[src/rtl/ram_port_arbiter.sv]
// rtl/ram_port_arbiter.sv - two-host arbiter for one RAM port with in-order response routing
module ram_port_arbiter #(
    parameter int unsigned MaxOutstanding = 2,
    parameter bit          FixedPriority  = 1'b0
) (
    input  logic        clk_i,
    input  logic        rst_ni,
    input  logic        h0_req_i,
    output logic        h0_gnt_o,
    input  logic        h0_we_i,
    input  logic [3:0]  h0_be_i,
    input  logic [31:0] h0_addr_i,
    input  logic [31:0] h0_wdata_i,
    output logic        h0_rvalid_o,
    output logic [31:0] h0_rdata_o,
    input  logic        h1_req_i,
    output logic        h1_gnt_o,
    input  logic        h1_we_i,
    input  logic [3:0]  h1_be_i,
    input  logic [31:0] h1_addr_i,
    input  logic [31:0] h1_wdata_i,
    output logic        h1_rvalid_o,
    output logic [31:0] h1_rdata_o,
    output logic        dev_req_o,
    output logic        dev_we_o,
    output logic [3:0]  dev_be_o,
    output logic [31:0] dev_addr_o,
    output logic [31:0] dev_wdata_o,
    input  logic        dev_rvalid_i,
    input  logic [31:0] dev_rdata_i,
    output logic [3:0]  outstanding_o,
    output logic        unexpected_rsp_o
);

    localparam int unsigned     PtrW    = (MaxOutstanding > 1) ? $clog2(MaxOutstanding) : 1;
    localparam logic [PtrW-1:0] LastPtr = PtrW'(MaxOutstanding - 1);
    localparam logic [3:0]      MaxCnt  = 4'(MaxOutstanding);

    logic                      prio_q, prio_d;
    logic [3:0]                count_q, count_d;
    logic [PtrW-1:0]           wr_ptr_q, wr_ptr_d;
    logic [PtrW-1:0]           rd_ptr_q, rd_ptr_d;
    logic [MaxOutstanding-1:0] id_q, id_d;
    logic                      unexp_q, unexp_d;

    logic can_accept;
    logic fifo_empty;
    logic winner;
    logic grant;
    logic pop;
    logic head_id;

    // Fullness comes from the count, so pointer equality never needs disambiguation.
    always_comb begin
        can_accept = (count_q < MaxCnt);
        fifo_empty = (count_q == 4'd0);
        winner     = h1_req_i & (~h0_req_i | (~FixedPriority & prio_q));
        grant      = (h0_req_i | h1_req_i) & can_accept;
        pop        = dev_rvalid_i & ~fifo_empty;
        head_id    = id_q[rd_ptr_q];
    end

    always_comb begin
        h0_gnt_o         = grant & ~winner;
        h1_gnt_o         = grant & winner;
        dev_req_o        = grant;
        dev_we_o         = grant & (winner ? h1_we_i : h0_we_i);
        dev_be_o         = grant ? (winner ? h1_be_i    : h0_be_i)    : 4'd0;
        dev_addr_o       = grant ? (winner ? h1_addr_i  : h0_addr_i)  : 32'd0;
        dev_wdata_o      = grant ? (winner ? h1_wdata_i : h0_wdata_i) : 32'd0;
        h0_rvalid_o      = pop & ~head_id;
        h1_rvalid_o      = pop & head_id;
        h0_rdata_o       = dev_rdata_i;
        h1_rdata_o       = dev_rdata_i;
        outstanding_o    = count_q;
        unexpected_rsp_o = unexp_q;
    end

    always_comb begin
        prio_d   = prio_q;
        id_d     = id_q;
        wr_ptr_d = wr_ptr_q;
        rd_ptr_d = rd_ptr_q;
        count_d  = count_q;
        unexp_d  = unexp_q | (dev_rvalid_i & fifo_empty);
        if (grant) begin
            prio_d         = ~winner;
            id_d[wr_ptr_q] = winner;
            wr_ptr_d       = (wr_ptr_q == LastPtr) ? '0 : wr_ptr_q + PtrW'(1);
        end
        if (pop) begin
            rd_ptr_d = (rd_ptr_q == LastPtr) ? '0 : rd_ptr_q + PtrW'(1);
        end
        case ({grant, pop})
            2'b10:   count_d = count_q + 4'd1;
            2'b01:   count_d = count_q - 4'd1;
            default: count_d = count_q;
        endcase
    end

    always_ff @(posedge clk_i or negedge rst_ni) begin
        if (!rst_ni) begin
            prio_q   <= 1'b0;
            id_q     <= '0;
            wr_ptr_q <= '0;
            rd_ptr_q <= '0;
            count_q  <= 4'd0;
            unexp_q  <= 1'b0;
        end else begin
            prio_q   <= prio_d;
            id_q     <= id_d;
            wr_ptr_q <= wr_ptr_d;
            rd_ptr_q <= rd_ptr_d;
            count_q  <= count_d;
            unexp_q  <= unexp_d;
        end
    end

endmodule

[config.mk]
export PLATFORM = sky130hd
export DESIGN_NAME = ram_port_arbiter
export DESIGN_NICKNAME = d
export VERILOG_FILES = /design/src/rtl/ram_port_arbiter.sv
export SDC_FILE = /design/constraint.sdc
export NUM_CORES = 1
export LEC_CHECK = 0
export ABC_AREA = 1
export CAP_MARGIN = 25
export CORE_AREA = 2 2 125 127
export CTS_CLUSTER_DIAMETER = 30
export DETAILED_ROUTE_END_ITERATION = 12
export DIE_AREA = 0 0 127 129
export PLACE_DENSITY = 0.59
export SLEW_MARGIN = 20
export SYNTH_ARGS = -nofsm -noshare
export SYNTH_HDL_FRONTEND = slang
export SYNTH_SLANG_ARGS = --single-unit
[constraint.sdc]
create_clock -name clk_i -period 2 [get_ports clk_i]
set_clock_uncertainty 0.15 [all_clocks]
set_input_delay 0.2 -clock clk_i [delete_from_list [all_inputs] [get_ports clk_i]]
set_output_delay 0.2 -clock clk_i [all_outputs]
set_load 0.05 [all_outputs]
Yosys cells after proc, flatten, opt, wreduce, memory -nomap -nowiden
Index checks and enable logic that the tools add are counted.

Add/subtract/negate cells: 4. Multipliers: 0. Bitwise logic cells: 16. Shift operators: 0. Reductions and logical operators: 3. Muxes and demuxes: 15. Eq/ne operators: 2. Divide/modulo/power cells: 0. $lt $le $gt $ge: 4.

Operators with widths (count): 32-bit two-way mux (4); 1-bit AND (9); 4-bit two-way mux (2); 4-bit one-hot mux with 2 select lines (1); 1-bit two-way mux (6); 4-bit by 1-bit adder with 4-bit output, second input constant (1); 4-bit zero test (1); 1-bit by 2-bit < comparator with 1-bit output, second input constant (2); 4-bit by 2-bit < comparator with 1-bit output, second input constant (1); 1-bit NOT (4); 4-bit by 1-bit subtractor with 4-bit output, second input constant (1); 1-bit OR (3); 1-bit adder, second input constant (2); 2-bit bitwise mux (1); 2-bit by 1-bit equality test with 1-bit output, second input constant (1); 2-bit equality test, second input constant (1); 2-bit nonzero test (1); 1-bit demux with 1-bit select (1); 1-bit greater-or-equal comparator, second input constant (1); 1-bit logical AND (1).

Memories: 0. Bits in registers: 10. Bits in writable memories: 0. ROM bits: 0. Output and inout port bits: 143. Bits of input ports: 175. Logic and storage cells: 50. Bits in latches: 0.

Depth between registers and ports, before layout
Gate-level depths: netlist of the first run.

Depth after elaboration: 5. Depth in mapped cells: 15. Mapped depth without buffers: 15.

Worst setup path after synthesis of the first run
No wires, ideal clock.

Kind: reg2reg. Start point: register count_q[3], in the netlist outstanding_o[3]. End point: register count_q[2], in the netlist outstanding_o[2]. Setup slack: -0.455 ns. Path buffers: 0. Data arrival time: 2.222 ns. Setup time: 0.083 ns. Period minus slack after synthesis: 2.455 ns. Cell stages (with the launch flop): 13. Required time: 1.767 ns. Cell sequence: dfrtp_1 nor2_2 nand2_2 nor2_4 inv_2 ha_1 nand2_1 inv_1 nor2_1 ha_1 a21oi_1 xor2_1 o21ai_0.

Elaborated cells on any way between the ends: 9. Classes of those cells: order compare (1); eq/ne (2); mux (1); bitwise (3); reduce/logical (2).

RTL lines: start, declared (line 40) `logic [3:0] count_q, count_d;`; start signal, assigned (line 114) `count_q <= count_d;`; 4-bit by 2-bit < comparator with 1-bit output * (line 55) `can_accept = (count_q < MaxCnt);`; 1-bit AND * (line 58) `grant = (h0_req_i | h1_req_i) & can_accept;`; net dev_req_o (line 24) `output logic dev_req_o,`; 2-bit by 1-bit equality test with 1-bit output or 2-bit equality test (tied branches) (line 94) `case ({grant, pop})`; 4-bit one-hot mux with 2 select lines or 2-bit nonzero test (tied branches).

The timed path passes the listed nets; every way through them passes the cells marked *. A chain may end at the register's enable or synchronous reset.

Worst setup path after layout of the first run
Start point: register count_q[3], in the netlist outstanding_o[3]. End point: output port dev_wdata_o[22].

Word-level cells in the longest chain between the ends: 3.

Ends and longest elaborated chain: 4-bit by 2-bit < comparator with 1-bit output (line 55); 1-bit AND (line 58); 32-bit two-way mux (line 70) `dev_wdata_o = grant ? (winner ? h1_wdata_i : h0_wdata_i) : 32'd0;`; end, declared (line 28) `output logic [31:0] dev_wdata_o,`.

Every way passes these cells.

==> impl_metrics.json, run 1 <==
{
  "status": "finished with violations",
  "violations": "setup timing",
  "ir_worst_vdd_mv": 0.574,
  "grt_pass1_wl_mm": 16.5,
  "critical_path.slowest_cell": "dfrtp_2",
  "dpl.hpwl_mm": 9.14,
  "place_inst": 711,
  "synth_fa_ha_area_share_pct": 1.92,
  "antenna_found_initial": 1,
  "numClockSinks": 10,
  "worstPathMaxFanout": 7,
  "hp-class": "in -> async",
  "grtUsageTotal_pct": 12.7,
  "drtIter0Drc": 50,
  "yosysSeqAreaShare_pct": 12.8,
  "insertion_delay_ns": 0.23,
  "cts_root_buf": "clkbuf_16",
  "ys_warn_count": 0,
  "arrival_ns": 1.74,
  "crit_chain": "nor2_2, nand2_2, nor2_4, nand2_4, clkinv_8, buf_12, buf_16, nand2_4, nand2_8, buf_12",
  "hold_viol": 0,
  "grt_max_degree": 22,
  "die_h_um": 129,
  "drive_gt1_share_pct": 59.4,
  "initial_utilization_pct": 13.1,
  "drt_pre_antenna_iters": 4,
  "dr_total_vias": 2880,
  "final_core_util_pct": 47.1,
  "synth-xor-area-share_pct": 1.79,
  "crit_family": "simple AND/OR/NAND/NOR gates",
  "synth_compound_area_share_pct": 2.82,
  "synth_top_family_by_area": "simple AND/OR/NAND/NOR gates",
  "final_common_cell": "clkdlybuf4s50_1",
  "r2r-end": "outstanding_o[2]$_DFFE_PN0P_",
  "h-tree-depth": 1,
  "timing.rr.start": "outstanding_o[3]$_DFFE_PN0P_",
  "fin_nets": 723,
  "post_drt_via_cell_ratio": 3.93,
  "worst-r2r-setup-slack_ns": -0.05,
  "syn-num-nets": 537,
  "synth_seq_cells": 10,
  "wl_per_cell_um": 15.6,
  "final.setup.tns_ns": -2.33,
  "finalInstanceArea_um2": 7060,
  "rsz0062_at_grt": "yes",
  "syn_area_per_cell_um2": 5.45,
  "maxSlewViolCount": 0,
  "slowest_delay_ns": 0.40,
  "io_buffers": 221,
  "first_global_vias": 3003,
  "synth-simple-area-share_pct": 47.2,
  "netlist.area_leader.share_pct": 43.0,
  "layout.cells.non_filler": 733,
  "use_met3_pct": 2.49,
  "cts_buffers": 3,
  "min_period_over_period_pct": 104,
  "cp-start-kind": "flop",
  "place.gp.congestion": 0.752,
  "crit_type": "reg -> out",
  "fmax_mhz": 479,
  "placedInstanceArea_um2": 6370,
  "cts.reportedPaths.clkPinSlew_ns": 0.04,
  "setup_viol": 60,
  "worst_slack_ns": -0.0856,
  "grtUsageMet1_pct": 12.7,
  "met2_usage_pct": 25.4,
  "relSlewSlack_pct": 66.4,
  "die_w_um": 127,
  "route.detailed.drc": 0,
  "coreArea_um2": 15000,
  "dieArea_um2": 16400,
  "worstPathBufferInverterCount": 4,
  "fin_crit_ns": 2.09,
  "area_delta_synth_final_pct": 261,
  "worst_pin_slew_ns": 0.503,
  "synth_top_cell_by_area": "nand2_1",
  "wl_mm": 11.4,
  "worstSetupEndpointType": "output port",
  "holdWs_ns": 0.131,
  "io_pins": 318,
  "max-cap-violations": 0,
  "design_power_total_mw": 8.32,
  "cts_tree": "done",
  "drtAntennaViolNets": 0,
  "p_per_area_nw_per_um2": 1180,
  "p_leak_nw": 2.90,
  "ys_top_cells_by_area": "nand2_1 43%, buf_4 25%, dfrtp_1 13%",
  "final_cell_mix": "145 x clkdlybuf4s50_1, 81 x buf_12, 80 x nand2_8, 59 x nand2_2, 48 x nand2_4",
  "muxShareOfSynthArea_pct": 0,
  "dp_slack_ns": -0.216,
  "worstPathRequired_ns": 1.65,
  "synth_cells": 359,
  "syn-cell-area_um2": 1960,
  "overflow": 0,
  "postCtsHoldBufs": 0,
  "grt-busiest-layer": "met2",
  "ys_types": 23,
  "fp-row-count": 45,
  "worstRegToRegCells": 14,
  "clock_path_buffers": 2
}
-- cell usage after synthesis --
library cell  number
xnor2_1            2
clkinv_4           1
nor2_1             5
a31oi_1            1
a31o_2             1
or2_1              1
o21ai_1            1
nand2_2            2
nor2_4             1
inv_1             12
nand2_1          224
o21ai_0            5
or2_2              1
a21oi_1            2
inv_2              2
nand3_1            4
nor2_2             1
buf_2              7
xor2_1             2
ha_1               3
dfrtp_1           10
buf_4             64
buf_6              7
-- sequential cells by signal (all words and copies together) (netlist names) --
name	cells
outstanding_o	4
id_q	2
wr_ptr_q	1
prio_q	1
unexpected_rsp_o	1
rd_ptr_q	1
-- how the worst max path moves through the flow --
stage	start	endpoint	slack, ns	cells after the start
2_1_floorplan	outstanding_o[2]$_DFFE_PN0P_	outstanding_o[2]$_DFFE_PN0P_	-0.31	12
3_3_place_gp	h1_req_i	dev_wdata_o[28]	-0.20	9
3_5_place_dp	h1_req_i	dev_wdata_o[28]	-0.22	9
4_1_cts	outstanding_o[3]$_DFFE_PN0P_	dev_addr_o[20]	-0.10	9
5_1_grt	outstanding_o[3]$_DFFE_PN0P_	dev_addr_o[23]	-0.17	9
6_report	outstanding_o[3]$_DFFE_PN0P_	dev_wdata_o[22]	-0.09	10
-- kinds of logic (layout without fill, tap and decap cells) --
kind of cell	Yosys count	in the layout
flops	10	10
fa+ha+maj	3	3
other cells	0	1
buf+inv	93	278
compound gates	10	10
xor+xnor	4	4
simple gates	239	239
-- per-layer routing --
layer	vias up	wire, um
met5	-	0
met3	37	822
li1	1386	-
met2	133	6470
met1	1324	3720
met4	0	423
-- layout make-up --
class	instances	area [um^2]
Fill cell	1354	7920
Timing Repair Buffer	258	3490
Multi-Input combinational cell	256	2900
Sequential cell	10	254
Tap cell	188	235
Clock buffer	4	88.8
Inverter	15	81.3
Timing Repair inverter	1	8.76
Antenna cell	1	2.50
-- power breakdown --
part	internal (mW)	leakage (nW)	switching [mW]
logic	3.49	2.74	4.06
clock network	0.301	0.0442	0.0955
registers	0.314	0.114	0.0577
total	4.11	2.90	4.21
-- timing repair --
action                     CTS  global route
setup buffers                7             4
cloned                       4             4
setup endpoints to repair   72            72
hold endpoints to repair     0             0
pin swaps                    7             8
gates resized for setup     70            40
Power figures use the tool's default switching activity.
==> run 2, diff against run 1 <==
REMOVE_ABC_BUFFERS = 1   (was not set)
==> impl_metrics.json, run 2 (synthesis results as in run 1) <==
{
  "status": "finished with violations",
  "violations": "setup timing",
  "fp-row-count": 45,
  "place.gp.congestion": 0.740,
  "internal-power_mw": 3.59,
  "place_inst": 708,
  "finalInstanceArea_um2": 5580,
  "cts.reportedPaths.clkPinSlew_ns": 0.04,
  "worstPathRequired_ns": 1.65,
  "crit_type": "reg -> out",
  "h-tree-depth": 1,
  "crit_chain": "nor2_2, nand2_2, inv_2, buf_6, nand3_4, clkinv_8, clkbuf_16, nand2_2, nand2_2, buf_12",
  "worstRegToRegCells": 12,
  "insertion_delay_ns": 0.24,
  "p_per_area_nw_per_um2": 1280,
  "ir_worst_vdd_mv": 0.706,
  "design_power_total_mw": 7.15,
  "wl_mm": 12.4,
  "fin_crit_ns": 2.05,
  "critical_path.slowest_cell": "dfrtp_1",
  "arrival_ns": 1.70,
  "slowest_delay_ns": 0.38,
  "final_cell_mix": "146 x clkdlybuf4s50_1, 119 x nand2_1, 91 x nand2_2, 81 x buf_12, 16 x nand2_4",
  "largest_reg_flops": 4,
  "grt_max_degree": 27,
  "clock_path_buffers": 2,
  "drtIter0Drc": 82,
  "io_pins": 318,
  "initial_utilization_pct": 13.1,
  "final.setup.tns_ns": -1.12,
  "hp-class": "in -> async",
  "cts_root_buf": "clkbuf_16",
  "min_period_over_period_pct": 102,
  "drtAntennaViolNets": 0,
  "num_antenna_cells": 0,
  "n_fill_cell": 1523,
  "die_h_um": 129,
  "first_global_vias": 2842,
  "dieArea_um2": 16400,
  "drt_pre_antenna_iters": 4,
  "coreArea_um2": 15000,
  "cts_buffers": 3,
  "p_leak_nw": 2.46,
  "drive_gt1_share_pct": 44.2,
  "rsz0062_at_grt": "yes",
  "hold_viol": 0,
  "swShare_pct": 49.8,
  "wl_per_cell_um": 17.1,
  "crit_family": "buffers and inverters",
  "final_core_util_pct": 37.2,
  "layout.cells.non_filler": 727,
  "post_drt_via_cell_ratio": 3.97,
  "fin_nets": 718,
  "grt_pass1_wl_mm": 16.5,
  "worst_pin_slew_ns": 0.515,
  "numClockSinks": 10,
  "cts_tree": "done",
  "route.detailed.drc": 0,
  "worstSetupEndpointType": "output port",
  "power_frac_seq_pct": 5.1,
  "dpl.hpwl_mm": 9.01,
  "dr_total_vias": 2885,
  "timing.critical_path.mode_cell": "nand2_2",
  "pwr-share-clk_pct": 5.5,
  "holdWs_ns": 0.152,
  "final_common_cell": "clkdlybuf4s50_1",
  "p_sw_mw": 3.56,
  "cp-start-kind": "flop",
  "maxSlewViolCount": 0,
  "dp_slack_ns": -0.160,
  "placedInstanceArea_um2": 4730,
  "worstPathMaxFanout": 9,
  "antenna_found_initial": 0,
  "grtUsageTotal_pct": 13.3,
  "area_delta_synth_final_pct": 185,
  "die_w_um": 127,
  "relSlewSlack_pct": 65.6,
  "cp.depth": 10,
  "fmax_mhz": 488,
  "combinationalPowerShare_pct": 89.4,
  "worst_slack_ns": -0.0488,
  "postCtsHoldBufs": 0,
  "overflow": 0,
  "setup_viol": 55,
  "io_buffers": 221,
  "max-cap-violations": 0,
  "worstPathBufferInverterCount": 5
}
-- run 2: changes by cell type in the layout (fill, tap and decap cells not counted), sizes merged --
cell           change
diode              -1
dlygate4sd2        -1
inv                -1
bufbuf             -1
buf                -6
clkbuf             +3
clkdlybuf4s50      +1
-- run 2: power by group through the flow --
stage / combinational, mW / sequential [mW] / clock (mW)
2_1_floorplan: 2.44 / 0.549 / 0
3_3_place_gp: 5.51 / 0.366 / 0
3_5_place_dp: 5.50 / 0.368 / 0
4_1_cts: 6.06 / 0.366 / 0.399
5_1_grt: 6.73 / 0.379 / 0.416
6_report: 6.39 / 0.367 / 0.393
-- run 2: layout make-up --
| type | instances | area (um^2) | area share [%] |
|---|---|---|---|
| tap | 188 | 235 | 4.22 |
| clock buffer | 4 | 88.8 | 1.59 |
| multi-input combinational | 256 | 1470 | 26.3 |
| sequential | 10 | 250 | 4.49 |
| timing repair buffer | 254 | 3450 | 61.9 |
| inverter | 15 | 81.3 | 1.46 |
-- run 2: final timing paths --
| path | startpoint | end | slack, ns |
|---|---|---|---|
| max | outstanding_o[2]$_DFFE_PN0P_ | dev_wdata_o[18] | -0.05 |
| min | rst_ni | outstanding_o[1]$_DFFE_PN0P_ | 0.15 |
| max reg2reg | outstanding_o[2]$_DFFE_PN0P_ | outstanding_o[2]$_DFFE_PN0P_ | 0.01 |
| min reg2reg | id_q[0]$_DFFE_PN0P_ | id_q[0]$_DFFE_PN0P_ | 0.34 |
| max in group asynchronous | rst_ni | prio_q$_DFFE_PN0P_ | 1.22 |
| min in group clk_i | dev_rdata_i[0] | h1_rdata_o[0] | 0.25 |
-- run 2: worst register-to-register path, stage by stage (launching register included) --
cell and delay [ns]:
dfrtp_1 0.38, nor2_2 0.12, nand2_2 0.10, nor2_4 0.14, buf_6 0.12, inv_2 0.05, ha_4 0.18, nor2_4 0.10
nor2_4 0.06, ha_4 0.15, a21oi_2 0.12, xor2_1 0.15, o21ai_1 0.06
-- run 2: routing by layer --
| layer | GRT usage (%) | part of all wire (%) |
|---|---|---|
| met1 | 16.5 | 42 |
| met2 | 18.7 | 43 |
| met3 | 9.65 | 14 |
| met4 | 1.29 | 0.41 |
| met5 | 5.29 | 0.91 |
-- run 2: what timing repair did --
item	in CTS	in global routing
buffers inserted	4	4
endpoints found under the setup margin	70	73
pin swaps	5	14
gates resized for setup	92	73
cloned	5	5
==> run 3, diff against run 2 <==
CORE_AREA = 2 2 124 126   (was 2 2 125 127)
DIE_AREA = 0 0 126 128   (was 0 0 127 129)
PLACE_DENSITY = 0.57   (was 0.59)
clock period = 1.9 ns   (was 2 ns; I/O delays follow)
==> impl_metrics.json, run 3 (synthesis results as in run 1) <==
{
  "status": "finished with violations",
  "violations": "setup timing",
  "num_antenna_cells": 0,
  "min_period_over_period_pct": 109,
  "p_per_area_nw_per_um2": 1350,
  "route.detailed.drc": 0,
  "worst_slack_ns": -0.174,
  "setup_viol": 72,
  "drtIter0Drc": 114,
  "fp-row-count": 45,
  "relSlewSlack_pct": 66.2,
  "drtAntennaViolNets": 0,
  "critical_path.slowest_cell": "dfrtp_1",
  "dp_slack_ns": -0.258,
  "dpl.hpwl_mm": 9.50,
  "place.gp.congestion": 0.755,
  "drt_pre_antenna_iters": 4,
  "clock_path_buffers": 2,
  "first_global_vias": 2948,
  "area_delta_synth_final_pct": 200,
  "fin_crit_ns": 2.07,
  "place_inst": 713,
  "timing.critical_path.mode_cell": "nand2_2",
  "slowest_delay_ns": 0.39,
  "die_w_um": 126,
  "hp-class": "in -> async",
  "cts.reportedPaths.clkPinSlew_ns": 0.04,
  "cts_root_buf": "clkbuf_16",
  "multi_input_area_um2": 1710,
  "antenna_found_initial": 0,
  "largest_reg_flops": 4,
  "wl_per_cell_um": 18.0,
  "io_buffers": 221,
  "crit_type": "reg -> out",
  "timing.rr.start": "outstanding_o[3]$_DFFE_PN0P_",
  "maxSlewViolCount": 0,
  "fin_nets": 726,
  "overflow": 0,
  "worstPathRequired_ns": 1.56,
  "rsz0062_at_grt": "yes",
  "crit_chain": "nor2_2, nand2_2, nor2_4, nand2_4, clkinv_8, clkbuf_16, nand2_1, nand2_2, buf_12",
  "worstPathMaxFanout": 8,
  "ir_worst_vdd_mv": 0.543,
  "worstRegToRegCells": 12,
  "worst-r2r-setup-slack_ns": -0.14,
  "wl_mm": 13.2,
  "worstSetupEndpointType": "output port",
  "seqCellArea_um2": 250,
  "initial_utilization_pct": 13.2,
  "grt_pass1_wl_mm": 17.1,
  "die_h_um": 128,
  "dieArea_um2": 16100,
  "arrival_ns": 1.73,
  "worst_pin_slew_ns": 0.505,
  "dr_total_vias": 2935,
  "post_drt_via_cell_ratio": 3.99,
  "io_pins": 318,
  "cts_tree": "done",
  "insertion_delay_ns": 0.24,
  "p_leak_nw": 2.67,
  "layout.cells.non_filler": 735,
  "cts_buffers": 3,
  "fmax_mhz": 482,
  "holdWs_ns": 0.134,
  "grtUsageTotal_pct": 14.0,
  "n_fill_cell": 1470,
  "r2r-end": "outstanding_o[2]$_DFFE_PN0P_",
  "max-cap-violations": 0,
  "cp-start-kind": "flop",
  "drive_gt1_share_pct": 54.1,
  "h-tree-depth": 1,
  "final_common_cell": "clkdlybuf4s50_1",
  "hold_viol": 0,
  "numClockSinks": 10,
  "final_cell_mix": "141 x clkdlybuf4s50_1, 110 x nand2_2, 83 x buf_12, 76 x nand2_1, 40 x nand2_4",
  "grt_max_degree": 26,
  "coreArea_um2": 14900
}
==> run 3: final cells by class <==
class,instances,share of cell area [%]
clock buffers,4,1.51
inverters,15,1.43
repair buffers,261,59.5
repair inverters,1,0.149
multi-input cells,256,29.2
flip-flops and latches,10,4.26
well taps,188,4.01
==> run 3: per-stage QoR <==
stage | TNS [ns] | total power, mW | util (%) | area [um^2]
2_1_floorplan | -44.85 | 3.15 | - | 1360
6_report | -8.47 | 7.93 | 39.5 | 5870
5_1_grt | -15.85 | 8.31 | 39.5 | 5870
3_3_place_gp | -3.70 | 6.20 | 32.0 | 4750
4_1_cts | -10.99 | 7.60 | 37.5 | 5580
3_5_place_dp | -3.86 | 6.21 | 32.0 | 4750
==> run 3: worst max-delay path, delay by kind of cell (launching register included) <==
| kind | cells | cell delay [ns] |
|---|---|---|
| buf+inv | 3 | 0.44 |
| flops | 1 | 0.39 |
| simple gates | 6 | 0.65 |
==> run 3: power by group <==
| group | switching (mW) | internal, mW | total, mW | leakage (nW) |
|---|---|---|---|---|
| Sequential | 0.0607 | 0.325 | 0.385 | 0.118 |
| Combinational | 3.80 | 3.32 | 7.12 | 2.51 |
| Clock | 0.108 | 0.317 | 0.425 | 0.0442 |
==> run 3: worst max path at each step <==
stage                                   end  depth (start not counted)                         start
6_report                     dev_wdata_o[3]                          9  outstanding_o[3]$_DFFE_PN0P_
3_3_place_gp   outstanding_o[2]$_DFFE_PN0P_                         12                      h0_req_i
4_1_cts                       dev_addr_o[5]                         11  outstanding_o[2]$_DFFE_PN0P_
2_1_floorplan                 dev_addr_o[0]                          7  outstanding_o[3]$_DFFE_PN0P_
5_1_grt                      dev_wdata_o[3]                          9  outstanding_o[3]$_DFFE_PN0P_
3_5_place_dp   outstanding_o[2]$_DFFE_PN0P_                         11                      h0_req_i
==> run 3: timing repair <==
| action | in CTS | in global routing |
|---|---|---|
| resized for setup | 153 | 93 |
| setup buffers | 11 | 2 |
| pin swaps | 26 | 41 |
| setup endpoints to repair | 74 | 76 |
| hold buffers | 0 | 0 |
| gates cloned | 5 | 7 |
==> run 3: per-layer routing <==
metal	vias to the layer above	global-route usage, %	share of wire, %
li1	1384	-	-
met1	1319	16.4	39
met4	2	2.13	0.85
met5	-	5.57	0.30
met2	219	21.4	47
met3	11	9.18	13
